--- config.mk ---
export PLATFORM = sky130hd
export DESIGN_NAME = axis_slave
export DESIGN_NICKNAME = d
export VERILOG_FILES = /design/src/rtl/axis_slave.sv
export SDC_FILE = /design/constraint.sdc
export NUM_CORES = 1
export LEC_CHECK = 0
export CAP_MARGIN = 10
export CORE_MARGIN = 1
export CORE_UTILIZATION = 61
export DETAILED_ROUTE_END_ITERATION = 7
export DONT_BUFFER_PORTS = 1
export GPL_TIMING_DRIVEN = 0
export PLACE_DENSITY = 0.8
export SYNTH_ARGS = -nofsm -noshare
export SYNTH_HDL_FRONTEND = slang
export SYNTH_SLANG_ARGS = --single-unit
--- constraint.sdc ---
create_clock -name axi_aclk -period 8.28 [get_ports axi_aclk]
set_input_delay 1.242 -clock axi_aclk [delete_from_list [all_inputs] [get_ports axi_aclk]]
set_output_delay 1.242 -clock axi_aclk [all_outputs]
set_load 0.03 [all_outputs]
--- src/rtl/axis_slave.sv ---
// axis_slave: AXI4-Stream slave receive stage.
// Buffers incoming 32-bit beats in a first-word-fall-through FIFO and presents
// the head beat to a backend consumer over valid/ready. Reports packet
// completion (bk_done), backend stall (bk_nordy) and mid-packet state.
// Optional feature: define AXIS_SLAVE_PKT_CNT_EN to enable the consumed-packet
// counter on pkt_count; otherwise pkt_count is tied to zero.
module axis_slave #(
    parameter int FIFO_DEPTH  = 8,
    parameter int RDY_TIMEOUT = 5
) (
    input  logic                          axi_aclk,
    input  logic                          axi_reset,
    input  logic                          axis_tvalid,
    input  logic [31:0]                   axis_tdata,
    input  logic [3:0]                    axis_tstrb,
    input  logic [3:0]                    axis_tkeep,
    input  logic                          axis_tlast,
    input  logic [1:0]                    axis_tuser,
    output logic                          axis_tready,
    output logic                          bk_valid,
    output logic [31:0]                   bk_data,
    output logic [3:0]                    bk_tstrb,
    output logic [3:0]                    bk_tkeep,
    output logic [1:0]                    bk_user,
    output logic                          bk_tlast,
    input  logic                          bk_ready,
    output logic                          bk_nordy,
    output logic                          bk_done,
    output logic                          pkt_active,
    output logic [$clog2(FIFO_DEPTH):0]   fifo_level,
    output logic [15:0]                   pkt_count
);

    localparam int AW = $clog2(FIFO_DEPTH);
    localparam logic [AW:0] DEPTH_L   = FIFO_DEPTH[AW:0];
    localparam logic [7:0]  TIMEOUT_L = RDY_TIMEOUT[7:0];

    typedef enum logic {S_IDLE, S_PKT} state_t;

    // 43-bit FIFO entry, field order {tdata, tstrb, tkeep, tuser, tlast}
    typedef struct packed {
        logic [31:0] data;
        logic [3:0]  strb;
        logic [3:0]  keep;
        logic [1:0]  user;
        logic        last;
    } entry_t;

    entry_t        mem [FIFO_DEPTH];
    entry_t        head;
    logic [AW-1:0] wr_ptr;
    logic [AW-1:0] rd_ptr;
    logic [AW:0]   level;
    logic [7:0]    stall_cnt;
    state_t        state;
    logic          full;
    logic          empty;
    logic          accept;
    logic          push;
    logic          pop;

    assign full        = (level == DEPTH_L);
    assign empty       = (level == '0);
    assign axis_tready = !full && !axi_reset;
    assign accept      = axis_tvalid && axis_tready;
    // Null beats (no bytes kept) are accepted for framing but never stored.
    assign push        = accept && (axis_tkeep != 4'h0);
    assign bk_valid    = !empty;
    assign pop         = bk_valid && bk_ready;

    // Storage write; entries are only ever read when the level says they are valid.
    // NOTE: the storage array has no reset -- stale contents are unreachable
    // because bk_* are masked while empty, and resetting it would cost a mux per bit.
    always_ff @(posedge axi_aclk) begin
        if (push) begin
            mem[wr_ptr] <= '{data: axis_tdata, strb: axis_tstrb, keep: axis_tkeep,
                             user: axis_tuser, last: axis_tlast};
        end
    end

    // Head-of-FIFO presentation; reads as zero while the FIFO is empty.
    always_comb begin
        // NOTE: default assignment first so every path drives head and no latch is inferred.
        head = '0;
        if (!empty) begin
            head = mem[rd_ptr];
        end
    end

    assign bk_data  = head.data;
    assign bk_tstrb = head.strb;
    assign bk_tkeep = head.keep;
    assign bk_user  = head.user;
    assign bk_tlast = head.last;

    // Pointer and occupancy tracking; pointers wrap naturally at FIFO_DEPTH.
    always_ff @(posedge axi_aclk) begin
        // NOTE: non-blocking assignments for all sequential state so every
        // register samples pre-edge values regardless of block ordering.
        if (axi_reset) begin
            wr_ptr <= '0;
            rd_ptr <= '0;
            level  <= '0;
        end else begin
            if (push) wr_ptr <= wr_ptr + 1'b1;
            if (pop)  rd_ptr <= rd_ptr + 1'b1;
            case ({push, pop})
                2'b10:   level <= level + 1'b1;
                2'b01:   level <= level - 1'b1;
                default: level <= level;
            endcase
        end
    end

    assign fifo_level = level;

    // Packet framing FSM driven by every accepted beat, including null beats.
    always_ff @(posedge axi_aclk) begin
        if (axi_reset) begin
            state <= S_IDLE;
        end else if (accept) begin
            state <= axis_tlast ? S_IDLE : S_PKT;
        end
    end

    assign pkt_active = (state == S_PKT);

    // Backend stall counter: counts consecutive cycles a head beat waits, saturating.
    always_ff @(posedge axi_aclk) begin
        if (axi_reset) begin
            stall_cnt <= '0;
        end else if (pop || !bk_valid) begin
            stall_cnt <= '0;
        end else if (stall_cnt != 8'hFF) begin
            stall_cnt <= stall_cnt + 1'b1;
        end
    end

    assign bk_nordy = (stall_cnt >= TIMEOUT_L);

    // Completion pulse the cycle after the last beat of a packet is consumed.
    always_ff @(posedge axi_aclk) begin
        if (axi_reset) begin
            bk_done <= 1'b0;
        end else begin
            bk_done <= pop && head.last;
        end
    end

`ifdef AXIS_SLAVE_PKT_CNT_EN
    logic [15:0] pkt_cnt;

    // Consumed-packet counter; wraps from 16'hFFFF to zero.
    always_ff @(posedge axi_aclk) begin
        if (axi_reset) begin
            pkt_cnt <= '0;
        end else if (pop && head.last) begin
            pkt_cnt <= pkt_cnt + 1'b1;
        end
    end

    assign pkt_count = pkt_cnt;
`else
    assign pkt_count = 16'h0000;
`endif

endmodule

### Word-level counts from Yosys, hierarchy flattened

Memories as Yosys holds them, arrays and structs flattened. A register that Yosys moved wholly into a read port is not among the register bits.
Index checks and enable logic that the tools add are counted.

* register bits: 20
* RAM bits: 344
* bits of input ports: 47
* output and inout bits: 68
* word-level logic and storage cells: 37
* memories kept: 1

* $add $sub $neg: 5
* $lt $le $gt $ge: 1
* equal/unequal tests: 4
* muxes and demuxes: 7
* reductions and logical operators: 13

Memory list
* mem: words 8, bits a word 43, rd ports 1, clocked after memory_dff 1, wr ports 1, line 49 `entry_t mem [FIFO_DEPTH];`

Operators by type and width (number)
* 43-bit two-way mux: 1
* 8-bit by 1-bit adder with 8-bit output, second input constant: 1
* 8-bit by 3-bit greater-or-equal comparator with 1-bit output, second input constant: 1
* 8-bit inequality test, second input constant: 1
* 4-bit one-hot mux with 2 select lines: 1
* 3-bit by 1-bit adder with 3-bit output, second input constant: 2
* 3-bit two-way mux: 2
* 1-bit logical AND: 5
* 4-bit by 1-bit adder with 4-bit output, second input constant: 1
* 4-bit equality test, second input constant: 1
* 4-bit zero test: 1
* 4-bit nonzero test: 1
* 4-bit by 1-bit subtractor with 4-bit output, second input constant: 1
* 1-bit zero test: 3
* 1-bit two-way mux: 3
* 2-bit by 1-bit equality test with 1-bit output, second input constant: 1
* 2-bit equality test, second input constant: 1
* 2-bit nonzero test: 1
* 2-bit OR reduction: 1
* 1-bit logical OR: 1

### Depth between registers and ports, before layout

Gate-level depths: netlist (run 1).

* word-level depth: 7
* gate-level depth with buffers: 12

### Least setup slack after synthesis (run 1)

Ideal clock, no wire load.

* path kind: input-to-reg
* start: input port axi_reset
* end: memory mem[0][0] (netlist name), enable pin
* setup time: 0.550 ns
* arrival: 5.887 ns
* required time: 7.730 ns
* slack: 1.843 ns
* stages on the path: 4
* buffers on the path: 0
* cell sequence: nand2b_1 -> nor3_4 -> inv_2 -> nor4_1

* longest elaborated chain between the ends: 6

RTL lines
* from (decl): line 12 `input logic axi_reset,`
* 1-bit zero test: line 64 `assign axis_tready = !full && !axi_reset;`
* 1-bit logical AND: line 64
* 1-bit logical AND: line 65 `assign accept = axis_tvalid && axis_tready;`
* 1-bit logical AND: line 67 `assign push = accept && (axis_tkeep != 4'h0);`
* 1-bit two-way mux: line 75 `if (push) begin`
* 1-bit two-way mux (not written as such): line 76 `mem[wr_ptr] <= '{data: axis_tdata, strb: axis_tstrb, keep: axis_tkeep,`
* to (decl): line 49

Every way passes these cells.

### Final worst setup path (run 1)

* start: register level[1] (netlist: fifo_level[1])
* end: output port bk_data[27]

* longest elaborated chain between the ends: 2

RTL lines
* from (decl): line 53 `logic [AW:0] level;`
* from (signal assigned): line 108 `2'b10: level <= level + 1'b1;`
* from (signal assigned): line 109 `2'b01: level <= level - 1'b1;`
* from (signal assigned): line 110 `default: level <= level;`
* 4-bit zero test: line 63 `assign empty = (level == '0);`
* 43-bit two-way mux: line 85 `if (!empty) begin`
* to (decl): line 21 `output logic [31:0] bk_data,`

Every way passes these cells.

==> results.py, run 1 <==
metrics = {
    "place": {
        "portBuffers": 0,
        "gp_congestion": 0.815,
        "dp_hpwl_um": 18400,
        "place_worst_setup_slack_ns": 4.83,
        "placedInstanceArea_um2": 15400,
    },
    "worst_setup_path": {
        "critPathMaxStageDelay_ns": 0.66,
        "r2r-end": "fifo_level[2]",
        "cp-end-kind": "output pin",
        "worstPathArrival_ns": 2.72,
        "worstReg2RegStart": "fifo_level[1]",
        "cp.required_ns": 7.04,
        "critPathLaunchType": "flop",
        "path_max_fanout": 10,
        "critPathSlowestCell": "nor4_4",
        "r2r_cells": 12,
        "crit_type": "flop to output pin",
        "path_cells": "buf_2, nor4_4, clkbuf_1, nor2_1",
        "reg2reg_slack_ns": 4.96,
    },
    "global_routing": {
        "grt_pass1_vias": 7448,
        "grt-ovfl-total": 0,
        "grt_use_total_pct": 25.9,
        "grt_max_degree": 24,
        "antenna_found_initial": 0,
        "grt_pass1_wl_um": 44600,
    },
    "sta": {
        "period_share_pct": 47.9,
        "clock.fmax_ghz": 0.252,
        "drv_slew": 0,
        "skew_ns": 0.0146,
        "slew_headroom_pct": 40.3,
        "rsz0062_at_grt": "false",
        "hold_ws_ns": 0.511,
        "hold_viol": 0,
        "min_period_ns": 3.96,
        "setup_slack_ns": 4.32,
        "worst_pin_slew_ns": 0.892,
        "setup_violations": 0,
    },
    "finish": {
        "finalNetCount": 844,
        "antenna_cells": 0,
        "stdcell_area_um2": 16500,
        "syn_to_final_growth_pct": 14.4,
        "drive_gt1_share_pct": 26.2,
    },
    "clock_network": {
        "cts.clk_slew.worst_paths_ns": 0.06,
        "cts_setup_buffers": 0,
        "cts_resized": 0,
        "clock_sinks": 367,
        "cts_tree": "yes",
        "clockBufferDepth": 3,
        "root_buffer": "clkbuf_16",
        "h-tree-depth": 2,
        "clk_latency_ns": 0.51,
        "cts_buffers": 36,
        "cts_hold_buf": 0,
    },
    "yosys": {
        "netlist_instances": 699,
        "synth_ff_type": "edfxtp_1",
        "seq_area_frac_synth_pct": 74.7,
        "synth_cell_types": 42,
        "ys_ff_latch": 367,
        "ys_warn_count": 0,
        "syn_area_um2": 14400,
        "async_flop_share_pct": 0,
        "synth_edf_count": 344,
        "syn_avg_cell_area_um2": 20.7,
    },
    "floorplanning": {
        "core_area_um2": 22900,
        "die_width_um": 156,
        "die-area_um2": 24300,
        "start_util_pct": 63.1,
        "rows": 55,
        "die_h_um": 156,
        "ioPinCount": 115,
    },
    "detailed_routing": {
        "drc": 0,
        "drtAntennaViolNets": 0,
        "detail_route.wl_per_cell_um": 26.4,
        "first_iter_violations": 576,
        "vias_per_cell": 6.19,
        "wirelength_um": 29800,
        "vias": 6968,
        "dr.pass1.iters": 5,
    },
    "pwr": {
        "power_mw": 4.93,
        "p_per_area_nw_per_um2": 298,
        "total_leakage_power_nw": 5.30,
        "irDropWorstVdd_mv": 0.260,
    },
    "hold_path": {
        "worstHoldPathCells": 2,
        "hold_path.class": "flop to flop",
        "min_from": "rd_ptr[1]",
        "whs_endpoint": "rd_ptr[1]",
    },
    "run_status": {
        "status": "finished clean",
    },
    "flow_run": {
        "maxCapViolations": 0,
    },
}
critical path, delay by kind of cell (launching register included):
family	cells	cell delay, ns
and+or+nand+nor	2	1.01
buffers and inverters	2	0.80
DFF	1	0.41
layout make-up:
| type | count | area [µm²] |
|---|---|---|
| plain buffers | 51 | 369 |
| clock buffers | 46 | 960 |
| clock inverters | 16 | 201 |
| fillers | 1301 | 6380 |
| inverters | 6 | 22.5 |
| multi-input cells | 290 | 3370 |
| flip-flops and latches | 367 | 10800 |
| well taps | 313 | 392 |
| repair buffers | 37 | 422 |
kinds of logic after synthesis:
family | share of synthesized area, %
flip-flops | 74.7
multiplexers | 17.0
AND/OR/NAND/NOR | 3.93
buffers and inverters | 2.71
AO/OA/AOI/OAI | 0.485
adder cells (fa/ha/maj) | 0.693
XOR/XNOR | 0.485
other | 0.0260
per-layer routing:
layer / vias to the layer above / share of wire [%] / track usage (%) / routed length, µm
met5: - / 0 / 0 / 0
met4: 0 / 2.4 / 9.43 / 720
met3: 59 / 8.9 / 6.47 / 2640
met2: 349 / 52 / 44.2 / 15600
met1: 3584 / 36 / 32.2 / 10800
li1: 2976 / - / - / -
metrics by stage:
step                std cells  utilization (%)  TNS [ns]
CTS                      1126             72.1         0
global placement         1027             65.0   -137.61
detailed placement       1064             67.1         0
floorplan                 714                -         0
global route             1126             72.1         0
finish                   1126             72.1         0
cells in the final DEF, fill, tap and decap left out, drive strengths merged, types with 7 or more instances in the layout:
master	netlist	layout
buf	37	74
nor3	7	7
nand2	11	11
clkbuf	14	60
ha	8	8
dfxtp	23	23
edfxtp	344	344
mux2i	48	48
nor2	65	65
mux4	86	86
conb	1	16
clkinv	0	11
nand3	7	7
state kept, by name, summed over array words and instances, names as in the netlist, named ones only:
signal and count:
wr_ptr 3, bk_done 1, fifo_level 4, pkt_active 1, mem 344, stall_cnt 8
rd_ptr 3
cells in the mapped netlist, types with 2 or more instances:
cell / number / area [µm²]
dfxtp_1: 23 / 460
and3_1: 2 / 12.5
mux4_2: 76 / 1710
nor3b_1: 2 / 15.0
nand3_1: 7 / 35.0
nand2b_1: 3 / 18.8
ha_1: 8 / 100
nand2_1: 11 / 41.3
xnor2_1: 2 / 17.5
inv_2: 2 / 7.51
buf_4: 20 / 150
a21oi_1: 4 / 20.0
or3_1: 2 / 12.5
xor2_1: 6 / 52.6
mux2i_1: 48 / 480
mux4_1: 10 / 263
nor4_1: 2 / 12.5
nor4b_2: 2 / 30.0
nor2_1: 65 / 244
edfxtp_1: 344 / 10300
clkbuf_1: 14 / 52.6
inv_1: 4 / 15.0
nor3_1: 6 / 30.0
o21ai_0: 4 / 20.0
buf_12: 5 / 100
buf_2: 11 / 55.1
power breakdown:
| group | leakage, nW | internal (mW) | switching, mW |
|---|---|---|---|
| Sequential | 3.29 | 2.08 | 0.0448 |
| Clock | 0.573 | 0.974 | 0.653 |
| Combinational | 1.43 | 0.416 | 0.764 |
| Total | 5.30 | 3.47 | 1.46 |
worst max-delay path by stage:
stage                             start           to  slack (ns)  cells past startpoint
after detailed placement      axi_reset   mem[5][25]        4.83                      6
final                     fifo_level[1]  bk_data[27]        4.32                      4
after floorplan               axi_reset    mem[0][0]        1.84                      4
after CTS                 fifo_level[1]  bk_data[10]        4.29                      4
after global placement        axi_reset   mem[0][31]       -2.16                      4
after global routing      fifo_level[1]  bk_data[13]        4.22                      4
Note: power is estimated with default switching activity, not from simulation.
==> run 2: changes to the inputs <==
--- a/config.mk
+++ b/config.mk
@@ -7,11 +7,11 @@
 export LEC_CHECK = 0
 export CAP_MARGIN = 10
 export CORE_MARGIN = 1
-export CORE_UTILIZATION = 61
+export CORE_UTILIZATION = 57
 export DETAILED_ROUTE_END_ITERATION = 7
 export DONT_BUFFER_PORTS = 1
 export GPL_TIMING_DRIVEN = 0
-export PLACE_DENSITY = 0.8
+export PLACE_DENSITY = 0.78
 export SYNTH_ARGS = -nofsm -noshare
 export SYNTH_HDL_FRONTEND = slang
 export SYNTH_SLANG_ARGS = --single-unit
==> constraint.sdc (replaced) <==
create_clock -name axi_aclk -period 3.6 [get_ports axi_aclk]
set_input_delay 0.54 -clock axi_aclk [delete_from_list [all_inputs] [get_ports axi_aclk]]
set_output_delay 0.54 -clock axi_aclk [all_outputs]
set_load 0.03 [all_outputs]
==> run 2 against run 1 <==
Design area up 0.11%. Worst hold slack worse by 0.41 ns. Clock skew up 0.0059 ns. Combinational power up 130%. Sequential power up 130%. Worst setup slack worse by 4.1 ns. Largest cell class unchanged. Critical path depth up 8. Flip-flop and latch count unchanged. Routed wire length down 3.8%. Core utilization down 4.9 points. Power up 130%. Highest routed layer unchanged.
==> results.py, run 2 (synthesized netlist as in run 1, its figures left out) <==
metrics = {
    "place": {
        "place_worst_setup_slack_ns": 0.278,
        "placedInstanceArea_um2": 15400,
        "gp_congestion": 0.768,
        "portBuffers": 0,
        "dp_hpwl_um": 18700,
    },
    "clock_network": {
        "cts_setup_buffers": 0,
        "clock_sinks": 367,
        "cts_buffers": 37,
        "root_buffer": "clkbuf_16",
        "cts_hold_buf": 0,
        "clockBufferDepth": 3,
        "h-tree-depth": 2,
        "cts_resized": 0,
        "clk_latency_ns": 0.52,
        "cts.clk_slew.worst_paths_ns": 0.06,
        "cts_tree": "yes",
    },
    "finish": {
        "syn_to_final_growth_pct": 14.5,
        "largest-register": "mem",
        "fillCellCount": 1537,
        "drive_gt1_share_pct": 25.2,
        "seq_area_um2": 10800,
        "final_cell_mix": "344 x edfxtp_1, 76 x mux4_2, 64 x nor2_1",
        "stdcell_area_um2": 16500,
        "final_common_cell": "edfxtp_1",
        "multi_input_area_um2": 3380,
        "largest_register_ffs": 344,
        "final_util_pct": 67.3,
        "antenna_cells": 0,
        "finalNetCount": 842,
    },
    "floorplanning": {
        "die_width_um": 161,
        "die-area_um2": 26000,
        "rows": 57,
        "die_h_um": 161,
        "start_util_pct": 58.7,
        "core_area_um2": 24600,
        "ioPinCount": 115,
    },
    "worst_setup_path": {
        "cp.required_ns": 4.03,
        "crit_type": "flop to flop",
        "r2r_cells": 12,
        "path_max_fanout": 9,
        "worstReg2RegStart": "fifo_level[1]",
        "startpoint": "fifo_level[1]",
        "cp-end-kind": "flop",
        "critPathLaunchType": "flop",
        "worstPathArrival_ns": 3.77,
    },
    "detailed_routing": {
        "wirelength_um": 28600,
        "drtAntennaViolNets": 0,
        "vias_per_cell": 6.01,
        "drc": 0,
        "dr.pass1.iters": 5,
        "vias": 6843,
        "detail_route.wl_per_cell_um": 25.2,
        "first_iter_violations": 672,
    },
    "global_routing": {
        "grt_pass1_vias": 7450,
        "grt_max_degree": 17,
        "grt_use_total_pct": 23.1,
        "grt_pass1_wl_um": 43800,
        "grt_util_met1_pct": 27.2,
        "use_met3_pct": 5.96,
        "grt-busiest-layer": "met2",
        "gr-usage-met2_pct": 41.5,
        "grt-ovfl-total": 0,
        "antenna_found_initial": 0,
    },
    "sta": {
        "min_period_ns": 3.34,
        "worst_pin_slew_ns": 1.00,
        "period_share_pct": 92.7,
        "rsz0062_at_grt": "false",
        "setup_violations": 0,
        "clock.fmax_ghz": 0.300,
        "setup_slack_ns": 0.263,
        "hold_viol": 0,
        "drv_slew": 0,
        "skew_ns": 0.0205,
        "slew_headroom_pct": 32.5,
    },
    "run_status": {
        "status": "finished clean",
    },
    "hold_path": {
        "min_from": "axi_reset",
        "hold_path.class": "input pin to flop",
        "worstHoldPathCells": 1,
    },
    "pwr": {
        "p_per_area_nw_per_um2": 673,
        "total_leakage_power_nw": 5.27,
        "irDropWorstVdd_mv": 0.482,
    },
    "flow_run": {
        "maxCapViolations": 0,
    },
}
[run 2: cell types whose count changed in the layout (fill, tap and decap cells not counted), sizes merged]
cell	delta
buf	-3
inv	+1
clkbuf	+9
bufinv	-4
clkinv	-2
[run 2: per-stage QoR]
step	setup TNS, ns	power [mW]	instances	hold slack [ns]
floorplan	-281.11	7.15	714	0.454
CTS	0	11.2	1138	0.0929
global route	0	11.5	1138	0.0850
finish	0	11.1	1138	0.101
global placement	-1190.32	7.62	1038	0.468
detailed placement	0	7.70	1072	0.515
[run 2: worst paths after layout]
path / endpoint / slack [ns]
max: fifo_level[2] / 0.26
max reg2reg: fifo_level[2] / 0.26
min reg2reg: flop / 0.51
min: bk_done / 0.10
[run 2: critical path, stage by stage (launching register included)]
cell     delay [ns]
dfxtp_1        0.41
buf_2          0.24
nor4_4         0.67
inv_2          0.28
nand2_1        0.24
inv_1          0.09
ha_1           0.26
xor2_1         0.17
ha_1           0.19
a21oi_1        0.15
xor2_1         0.09
or3_1          0.32
a21oi_1        0.15
[run 2: final cells by class]
cell class	instances	share of cell area (%)
well taps	324	2.45
plain buffers	51	2.23
clock buffers	55	6.26
multi-input cells	290	20.4
flip-flops and latches	367	65.2
inverters	6	0.136
clock inverters	11	0.469
repair buffers	34	2.81
[run 2: layer usage]
| layer | vias up | wire [µm] |
|---|---|---|
| li1 | 2981 | - |
| met1 | 3525 | 10300 |
| met2 | 279 | 15200 |
| met3 | 58 | 2410 |
| met4 | 0 | 714 |
| met5 | - | 0 |
[run 2: report_power, final]
part | leakage, nW | total (mW) | switching [mW] | internal [mW]
clock | 0.542 | 3.56 | 1.49 | 2.06
combinational | 1.44 | 2.70 | 1.74 | 0.957
sequential | 3.29 | 4.88 | 0.101 | 4.78
total | 5.27 | 11.1 | 3.33 | 7.80
